### config.mk
export PLATFORM = sky130hd
export DESIGN_NAME = ysyx_22050019_axi_rd_arbiter
export DESIGN_NICKNAME = d
export VERILOG_FILES = /design/src/rtl/ysyx_22050019_axi_rd_arbiter.sv
export SDC_FILE = /design/constraint.sdc
export NUM_CORES = 1
export LEC_CHECK = 0
export BUFFER_PORTS_ARGS = -buffer_cell sky130_fd_sc_hd__buf_2
export CAP_MARGIN = 15
export CORE_AREA = 10 10 151 153
export DETAILED_ROUTE_END_ITERATION = 12
export DIE_AREA = 0 0 161 163
export GPL_TIMING_DRIVEN = 0
export PLACE_DENSITY = 0.43
export SETUP_SLACK_MARGIN = 0.2
export SLEW_MARGIN = 40
export SYNTH_ARGS = -nofsm -noshare
export SYNTH_HDL_FRONTEND = slang
export SYNTH_SLANG_ARGS = --single-unit
### constraint.sdc
create_clock -name clk -period 1.65 [get_ports clk]
set_input_delay 0.33 -clock clk [delete_from_list [all_inputs] [get_ports clk]]
set_output_delay 0.33 -clock clk [all_outputs]
set_load 0.005 [all_outputs]
### src/rtl/ysyx_22050019_axi_rd_arbiter.sv
// Two-master (IFU/LSU) arbiter for a single AXI4-Lite-style read port, one transaction in flight.
// Define ARB_ROUND_ROBIN_EN for round-robin tie-breaking; otherwise LSU wins every tie.
module ysyx_22050019_axi_rd_arbiter #(
  parameter int ADDR_W = 64,
  parameter int DATA_W = 64
) (
  input  logic              clk,
  input  logic              rst_n,
  input  logic [ADDR_W-1:0] ifu_araddr,
  input  logic              ifu_arvalid,
  output logic              ifu_arready,
  output logic [DATA_W-1:0] ifu_rdata,
  output logic [1:0]        ifu_rresp,
  output logic              ifu_rvalid,
  input  logic              ifu_rready,
  input  logic [ADDR_W-1:0] lsu_araddr,
  input  logic              lsu_arvalid,
  output logic              lsu_arready,
  output logic [DATA_W-1:0] lsu_rdata,
  output logic [1:0]        lsu_rresp,
  output logic              lsu_rvalid,
  input  logic              lsu_rready,
  output logic [ADDR_W-1:0] mem_araddr,
  output logic              mem_arvalid,
  input  logic              mem_arready,
  input  logic [DATA_W-1:0] mem_rdata,
  input  logic [1:0]        mem_rresp,
  input  logic              mem_rvalid,
  output logic              mem_rready,
  output logic              arb_busy_o,
  output logic              arb_grant_o
);

  typedef enum logic [2:0] {
    IDLE,
    AR_IFU,
    R_IFU,
    AR_LSU,
    R_LSU
  } state_t;

  state_t state, state_next;
  logic   last_grant, last_grant_next;
  logic   tie_pick_lsu;

  // rst_n is active-high despite its name.
  always_ff @(posedge clk) begin
    if (rst_n) begin
      state      <= IDLE;
      last_grant <= 1'b0;
    end else begin
      state      <= state_next;
      last_grant <= last_grant_next;
    end
  end

`ifdef ARB_ROUND_ROBIN_EN
  assign tie_pick_lsu = ~last_grant;
`else
  assign tie_pick_lsu = 1'b1;
`endif

  always_comb begin
    state_next      = state;
    last_grant_next = last_grant;
    ifu_arready     = 1'b0;
    ifu_rdata       = '0;
    ifu_rresp       = 2'b00;
    ifu_rvalid      = 1'b0;
    lsu_arready     = 1'b0;
    lsu_rdata       = '0;
    lsu_rresp       = 2'b00;
    lsu_rvalid      = 1'b0;
    mem_araddr      = '0;
    mem_arvalid     = 1'b0;
    mem_rready      = 1'b0;

    case (state)
      IDLE: begin
        if (ifu_arvalid && lsu_arvalid) begin
          state_next = tie_pick_lsu ? AR_LSU : AR_IFU;
        end else if (lsu_arvalid) begin
          state_next = AR_LSU;
        end else if (ifu_arvalid) begin
          state_next = AR_IFU;
        end
      end
      AR_IFU: begin
        mem_araddr  = ifu_araddr;
        mem_arvalid = ifu_arvalid;
        ifu_arready = mem_arready;
        // A requester that withdraws before the handshake releases the port.
        if (ifu_arvalid && mem_arready) begin
          state_next = R_IFU;
        end else if (!ifu_arvalid) begin
          state_next = IDLE;
        end
      end
      R_IFU: begin
        ifu_rdata  = mem_rdata;
        ifu_rresp  = mem_rresp;
        ifu_rvalid = mem_rvalid;
        mem_rready = ifu_rready;
        if (mem_rvalid && ifu_rready) begin
          state_next      = IDLE;
          last_grant_next = 1'b0;
        end
      end
      AR_LSU: begin
        mem_araddr  = lsu_araddr;
        mem_arvalid = lsu_arvalid;
        lsu_arready = mem_arready;
        if (lsu_arvalid && mem_arready) begin
          state_next = R_LSU;
        end else if (!lsu_arvalid) begin
          state_next = IDLE;
        end
      end
      R_LSU: begin
        lsu_rdata  = mem_rdata;
        lsu_rresp  = mem_rresp;
        lsu_rvalid = mem_rvalid;
        mem_rready = lsu_rready;
        if (mem_rvalid && lsu_rready) begin
          state_next      = IDLE;
          last_grant_next = 1'b1;
        end
      end
      default: state_next = IDLE;
    endcase
  end

  assign arb_busy_o  = (state != IDLE);
  assign arb_grant_o = (state == AR_LSU) || (state == R_LSU);

endmodule

==> flow_summary_export.csv, run 1 <==
group,metric,value,unit
sta,finalCritPeriodShare,117,%
pwr,internal_power,0.00193,W
layout,total_inserted_antenna_cells,0,
placement,finalWeightedCongestion,0.811,
worst_setup_path,setup.worst_path.end_class,"output pin",
pwr,netSwitchingFraction,38.3,%
clock_network,cts-root-buf,"sky130_fd_sc_hd__clkbuf_16",
pwr,seq_power_share,3.7,%
worst_setup_path,worst-r2r-cell-count,8,
layout,layout_top_registers,"state x3",
logic_synthesis,mappedNetlistNets,465,
global_route,overflow,0,
clock_network,cts.hold.buffers_added,0,
sta,timing.final.max_slew_violations,0,
logic_synthesis,syn-mean-instance-area,7.09,µm²
status,failed_checks,"setup timing",
logic_synthesis,synthCells,263,
logic_synthesis,register_area_share_after_synthesis,3.22,%
clock_network,tritoncts,"built",
floorplan,initial_core_util,9.37,%
worst_setup_path,timing.critical_path.arrival,1.60,ns
route,starting_drc_count_in_detailed_routing,169,
logic_synthesis,synth_area_leader_cell,"sky130_fd_sc_hd__and2_1",
sta,finalWorstPathRequiredPeriod,1.93,ns
clock_network,clock_insertion_delay_worst_skew,0.22,ns
clock_network,number_of_buffers_on_the_longest_clock_path,2,
worst_setup_path,worstSetupPathType,"flop to output pin",
logic_synthesis,synthesis.yosys.warnings,0,
pwr,cellLeakagePower,3.26,nW
worst_hold_path,min_path_cells,2,
sta,setup-violations-final,203,
worst_hold_path,worst_hold_startpoint,"rst_n",
pwr,power_density,542,nW/µm²
layout,finish.net_count,909,
worst_setup_path,worstPathRequired,1.32,ns
global_route,grt_start_max_net_pins,11,
sta,grt_setup_unrepaired,"true",
placement,place_hpwl,14800,µm
route,via_count,3875,
clock_network,cts_max_level,1,
placement,placement.cell_area,4300,µm²
pwr,net-switching-power,0.00120,W
floorplan,floorplan.die_area,26200,µm²
logic_synthesis,netlist.area_leader.share,45.6,%
sta,tightestPinTransition,0.375,ns
logic_synthesis,synth_area_leaders,"sky130_fd_sc_hd__and2_1 46%, sky130_fd_sc_hd__a22o_1 31%, sky130_fd_sc_hd__dfxtp_1 3.2%, sky130_fd_sc_hd__buf_6 3.0%, sky130_fd_sc_hd__clkbuf_1 2.8%",
worst_setup_path,reg2reg_from,"state[2]",
clock_network,tritoncts_sinks,3,
floorplan,vert_die_dim,163,µm
layout,largest_register_ff_count,3,
floorplan,die_x,161,µm
layout,fin_util,29.0,%
clock_network,cts_made_buffers,3,
status,status,"finished, violations left",
layout,design_area,5770,µm²
layout,synthToLayoutAreaGrowth,209,%
worst_setup_path,crit_fanout,10,
placement,buffer_ports.inserted,405,
global_route,grt_use_total,12.2,%
global_route,first_global_vias,4272,
sta,post-route-worst-setup-slack,-0.280,ns
logic_synthesis,synth-seq-cells,3,
layout,most-common-layout-cells,"324 x sky130_fd_sc_hd__buf_2, 95 x sky130_fd_sc_hd__buf_6, 84 x sky130_fd_sc_hd__and2_4",
route,postRouteWirelength,18400,µm
logic_synthesis,synthesis.area,1870,µm²
route,detail-route-antenna-nets,0,
logic_synthesis,synth.lib_cells_used.distinct,29,
floorplan,std_cell_rows,52,
pwr,portion_of_total_power_attributed_to_the_clock_network,12.3,%
layout,drive_gt1_share,80.5,%
sta,maxClockFrequency,0.518,GHz
route,wl_per_cell,18.9,µm
pwr,power.combinational.fraction,84.0,%
sta,finClkSkew,0.000660,ns
worst_setup_path,crit_path_start_kind,"flop",
sta,max-slew-margin-rel,74.9,%
sta,whs,0.324,ns
flow_run,max_cap_viol_count,0,
global_route,number_of_antenna_violations_at_the_first_check_in_global_routing,1,
pwr,peakVddDrop,0.282,mV
clock_network,clk_pin_slew_worst_paths,0.03,ns
layout,final_common_cell,"sky130_fd_sc_hd__buf_2",
route,dr.pass1.iters,4,
floorplan,core,19900,µm²
layout,registers.top_by_ff_count,"state",
floorplan,pin_count,406,
route,routed_via_density,3.97,
sta,hold_viol_final,0,
worst_hold_path,hold_path_class,"input port to flop",
route,detailed_route_drc_error_count,0,
pwr,power.total,0.00313,W
worst_setup_path,critPathLaunch,"state[2]",
global_route,grt_first_pass_wirelength,25800,µm
[kinds of logic after synthesis]
| kind of cell | synth area share [%] |
|---|---|
| AOI/OAI and AO/OA | 33.9 |
| buffers and inverters | 9.72 |
| DFF | 3.22 |
| muxes | 0.537 |
| and+or+nand+nor | 52.6 |
[cells in the mapped netlist]
cell / number
sky130_fd_sc_hd__inv_2: 1
sky130_fd_sc_hd__buf_6: 5
sky130_fd_sc_hd__nand3_1: 1
sky130_fd_sc_hd__nand3b_1: 1
sky130_fd_sc_hd__and3_1: 1
sky130_fd_sc_hd__nor3b_1: 1
sky130_fd_sc_hd__nand2_1: 2
sky130_fd_sc_hd__clkbuf_1: 14
sky130_fd_sc_hd__or3_1: 1
sky130_fd_sc_hd__nor2_1: 4
sky130_fd_sc_hd__buf_2: 5
sky130_fd_sc_hd__buf_4: 4
sky130_fd_sc_hd__o32ai_1: 1
sky130_fd_sc_hd__and2_1: 136
sky130_fd_sc_hd__o41a_1: 1
sky130_fd_sc_hd__clkbuf_2: 2
sky130_fd_sc_hd__or2_1: 1
sky130_fd_sc_hd__mux2i_1: 1
sky130_fd_sc_hd__nor3b_2: 1
sky130_fd_sc_hd__inv_1: 1
sky130_fd_sc_hd__nor3b_4: 2
sky130_fd_sc_hd__a21oi_1: 1
sky130_fd_sc_hd__o21ai_0: 2
sky130_fd_sc_hd__o21ba_2: 1
sky130_fd_sc_hd__nor4b_1: 1
sky130_fd_sc_hd__a32o_1: 1
sky130_fd_sc_hd__dfxtp_1: 3
sky130_fd_sc_hd__a22o_1: 66
sky130_fd_sc_hd__nor3_1: 2
[power groups by stage]
stage          logic (W)  clock network, W  registers, W
5_1_grt          0.00283          0.000395      0.000119
2_1_floorplan    0.00103                 0      0.000109
3_5_place_dp     0.00209                 0      0.000114
6_report         0.00263          0.000383      0.000116
4_1_cts          0.00258          0.000391      0.000116
3_3_place_gp     0.00211                 0      0.000115
[area by class of cell]
class	count	area, µm²
Buffer	30	444
Clock buffer	4	78.8
Fill cell	2108	14100
Inverter	2	7.51
Multi-Input combinational cell	228	1870
Sequential cell	3	68.8
Tap cell	270	338
Timing Repair Buffer	439	2960
[what timing repair did]
item | in CTS | in global routing
gates cloned | 13 | 0
endpoints found under the setup margin | 206 | 207
buffers inserted | 18 | 3
gates resized for setup | 163 | 86
pin swaps | 78 | 12
[worst paths after layout]
path | to | slack, ns
worst max-delay path | mem_araddr[8] | -0.28
worst max register to register | state[0] | 0.14
worst min-delay path | state[0] | 0.32
worst min register to register | state[0] | 0.69
[routing by layer]
metal / global-route usage [%] / vias up / share of wire (%)
met5: 0 / - / 0.071
met4: 1.24 / 2 / 0.77
met3: 5.89 / 14 / 13
met2: 23.9 / 275 / 53
met1: 11.7 / 1773 / 34
li1: - / 1811 / -
[through the flow]
| step | instances | TNS, ns | worst slack, ns |
|---|---|---|---|
| detailed placement | 938 | -39.95 | -0.481 |
| finish | 976 | -34.70 | -0.280 |
| global route | 976 | -47.72 | -0.334 |
| global placement | 938 | -39.65 | -0.475 |
| CTS | 973 | -37.22 | -0.291 |
| floorplan | 263 | 0 | 0.167 |
[worst max-delay path, stage by stage (launching register included)]
cell                      delay, ns
sky130_fd_sc_hd__dfxtp_4       0.40
sky130_fd_sc_hd__inv_2         0.05
sky130_fd_sc_hd__and3_1        0.18
sky130_fd_sc_hd__buf_6         0.13
sky130_fd_sc_hd__buf_8         0.13
sky130_fd_sc_hd__buf_8         0.13
sky130_fd_sc_hd__a22o_1        0.22
sky130_fd_sc_hd__buf_2         0.14
No activity file was read; power rests on OpenSTA's default activity.
==> run 2: changes to the inputs <==
--- a/config.mk
+++ b/config.mk
@@ -8,6 +8,7 @@
 export BUFFER_PORTS_ARGS = -buffer_cell sky130_fd_sc_hd__buf_2
 export CAP_MARGIN = 15
 export CORE_AREA = 10 10 151 153
+export CTS_CLUSTER_SIZE = 28
 export DETAILED_ROUTE_END_ITERATION = 12
 export DIE_AREA = 0 0 161 163
 export GPL_TIMING_DRIVEN = 0
==> constraint.sdc (replaced) <==
create_clock -name clk -period 1.65 [get_ports clk]
set_input_delay 0.2475 -clock clk [delete_from_list [all_inputs] [get_ports clk]]
set_output_delay 0.2475 -clock clk [all_outputs]
set_load 0.005 [all_outputs]
==> run 2 against run 1 <==
The run still ends with setup timing left. Core utilization is 1.5 points higher. Non-clock buffer count grew 12. Combinational power is 14% higher. Power is 13% higher. Setup slack better by 0.056 ns. Count of clock-buffer cells in the layout is the same. First-iteration DRC count increased by 47%. Maximum frequency grew 3.0%. Clock skew about the same. Flip-flop and latch count stayed put. Wire length grew 7.5%. Die area unchanged.
==> flow_summary_export.csv, run 2 (synthesized netlist as in run 1, its figures left out) <==
group,metric,value,unit
placement,placement.cell_area,4230,µm²
layout,largest_register_ff_count,3,
status,failed_checks,"setup timing",
floorplan,pin_count,406,
route,detailed_route_drc_error_count,0,
worst_hold_path,hold_path_class,"input port to flop",
clock_network,tritoncts_sinks,3,
global_route,overflow,0,
worst_setup_path,worstPathRequired,1.40,ns
global_route,grt_use_total,12.5,%
clock_network,cts.hold.buffers_added,0,
placement,place_inst,938,
worst_setup_path,critPathLaunch,"state[2]",
sta,maxClockFrequency,0.534,GHz
route,postRouteWirelength,19800,µm
route,starting_drc_count_in_detailed_routing,248,
clock_network,cts_made_buffers,3,
worst_setup_path,worstSetupPathType,"flop to output pin",
status,status,"finished, violations left",
worst_setup_path,path_common_cell,"sky130_fd_sc_hd__buf_6",
sta,timing.final.max_slew_violations,0,
route,via_count,3906,
sta,whs,0.255,ns
pwr,peakVddDrop,0.279,mV
worst_setup_path,crit_path_start_kind,"flop",
floorplan,floorplan.die_area,26200,µm²
floorplan,core,19900,µm²
global_route,grt_first_pass_wirelength,25800,µm
layout,total_inserted_antenna_cells,0,
clock_network,tritoncts,"built",
pwr,cellLeakagePower,3.39,nW
sta,grt_setup_unrepaired,"true",
layout,finish.net_count,921,
route,detail-route-antenna-nets,0,
worst_setup_path,worst_path_largest_cell_delay,0.36,ns
sta,tightestPinTransition,0.293,ns
worst_setup_path,worstPathCellList,"buf_6 > nor3b_4 > buf_6 > buf_8 > buf_6 > a22o_1 > buf_2",
sta,max-slew-margin-rel,80.4,%
worst_setup_path,timing.critical_path.arrival,1.63,ns
floorplan,initial_core_util,9.37,%
pwr,power.total,0.00352,W
placement,place_hpwl,15500,µm
clock_network,clk_pin_slew_worst_paths,0.03,ns
pwr,power_density,580,nW/µm²
flow_run,max_cap_viol_count,0,
global_route,number_of_antenna_violations_at_the_first_check_in_global_routing,0,
clock_network,cts_max_level,1,
sta,post-route-worst-setup-slack,-0.224,ns
clock_network,number_of_buffers_on_the_longest_clock_path,2,
sta,setup-violations-final,205,
sta,hold_viol_final,0,
layout,layout_top_registers,"state x3",
layout,final_common_cell,"sky130_fd_sc_hd__buf_2",
layout,most-common-layout-cells,"314 x sky130_fd_sc_hd__buf_2, 114 x sky130_fd_sc_hd__buf_6, 84 x sky130_fd_sc_hd__and2_4",
worst_setup_path,slowest_stage,"sky130_fd_sc_hd__dfxtp_4",
clock_network,cts-root-buf,"sky130_fd_sc_hd__clkbuf_16",
floorplan,vert_die_dim,163,µm
layout,drive_gt1_share,81.2,%
layout,synthToLayoutAreaGrowth,225,%
layout,registers.top_by_ff_count,"state",
sta,finalCritPeriodShare,114,%
floorplan,die_x,161,µm
route,wl_per_cell,20.1,µm
layout,design_area,6070,µm²
global_route,grt_start_max_net_pins,11,
placement,buffer_ports.inserted,405,
placement,finalWeightedCongestion,0.823,
floorplan,std_cell_rows,52,
clock_network,clock_insertion_delay_worst_skew,0.23,ns
sta,finalWorstPathRequiredPeriod,1.87,ns
worst_setup_path,crit_fanout,6,
worst_setup_path,reg2reg_from,"state[0]",
layout,stdcell_count,988,
worst_hold_path,worst_hold_startpoint,"rst_n",
route,dr.pass1.iters,5,
worst_setup_path,setup.worst_path.end_class,"output pin",
route,routed_via_density,3.95,
global_route,first_global_vias,4142,
layout,fin_util,30.5,%
sta,finClkSkew,0.000408,ns
## run 2: final cells by class
cell class | count | area [µm²]
Multi-Input combinational cell | 228 | 1880
Fill cell | 2125 | 13800
Sequential cell | 3 | 68.8
Timing Repair Buffer | 451 | 3260
Buffer | 30 | 437
Inverter | 2 | 7.51
Clock buffer | 4 | 78.8
Tap cell | 270 | 338
## run 2: what timing repair did
action                                  4_1_cts  5_1_grt
gates cloned                                 12       10
endpoints found under the setup margin      205      207
pin swaps                                    41       85
resized for setup                           136      164
setup buffers                                21        3
## run 2: critical path, delay by kind of cell (launching register included)
kind            cells  cell delay, ns
flops               1            0.36
buf+inv             5            0.66
simple gates        1            0.20
compound gates      1            0.18
## run 2: per-layer routing
metal	GRT usage [%]	wire [µm]	part of all wire, %	up-vias
li1	-	-	-	1837
met1	12.7	6880	35	1775
met2	23.7	10500	53	285
met3	5.28	2320	12	9
met4	1.94	128	0.65	0
met5	0	0	0	-
## run 2: path summary, 6_finish.rpt
| kind | end | slack (ns) | cells past startpoint |
|---|---|---|---|
| min reg2reg | state[0] | 0.65 | 2 |
| max reg2reg | state[1] | -0.03 | 6 |
| min | state[0] | 0.25 | 2 |
| max | mem_araddr[23] | -0.22 | 7 |
## run 2: where the power goes
group	internal, W	switching (W)
Clock	0.000319	0.0000700
Sequential	0.0000905	0.0000268
Combinational	0.00179	0.00122
## run 2: per-stage QoR
step	setup TNS, ns	setup WS (ns)
6_report	-28.67	-0.224
3_3_place_gp	-31.92	-0.398
5_1_grt	-42.01	-0.272
4_1_cts	-21.60	-0.236
2_1_floorplan	0	0.212
3_5_place_dp	-29.81	-0.383
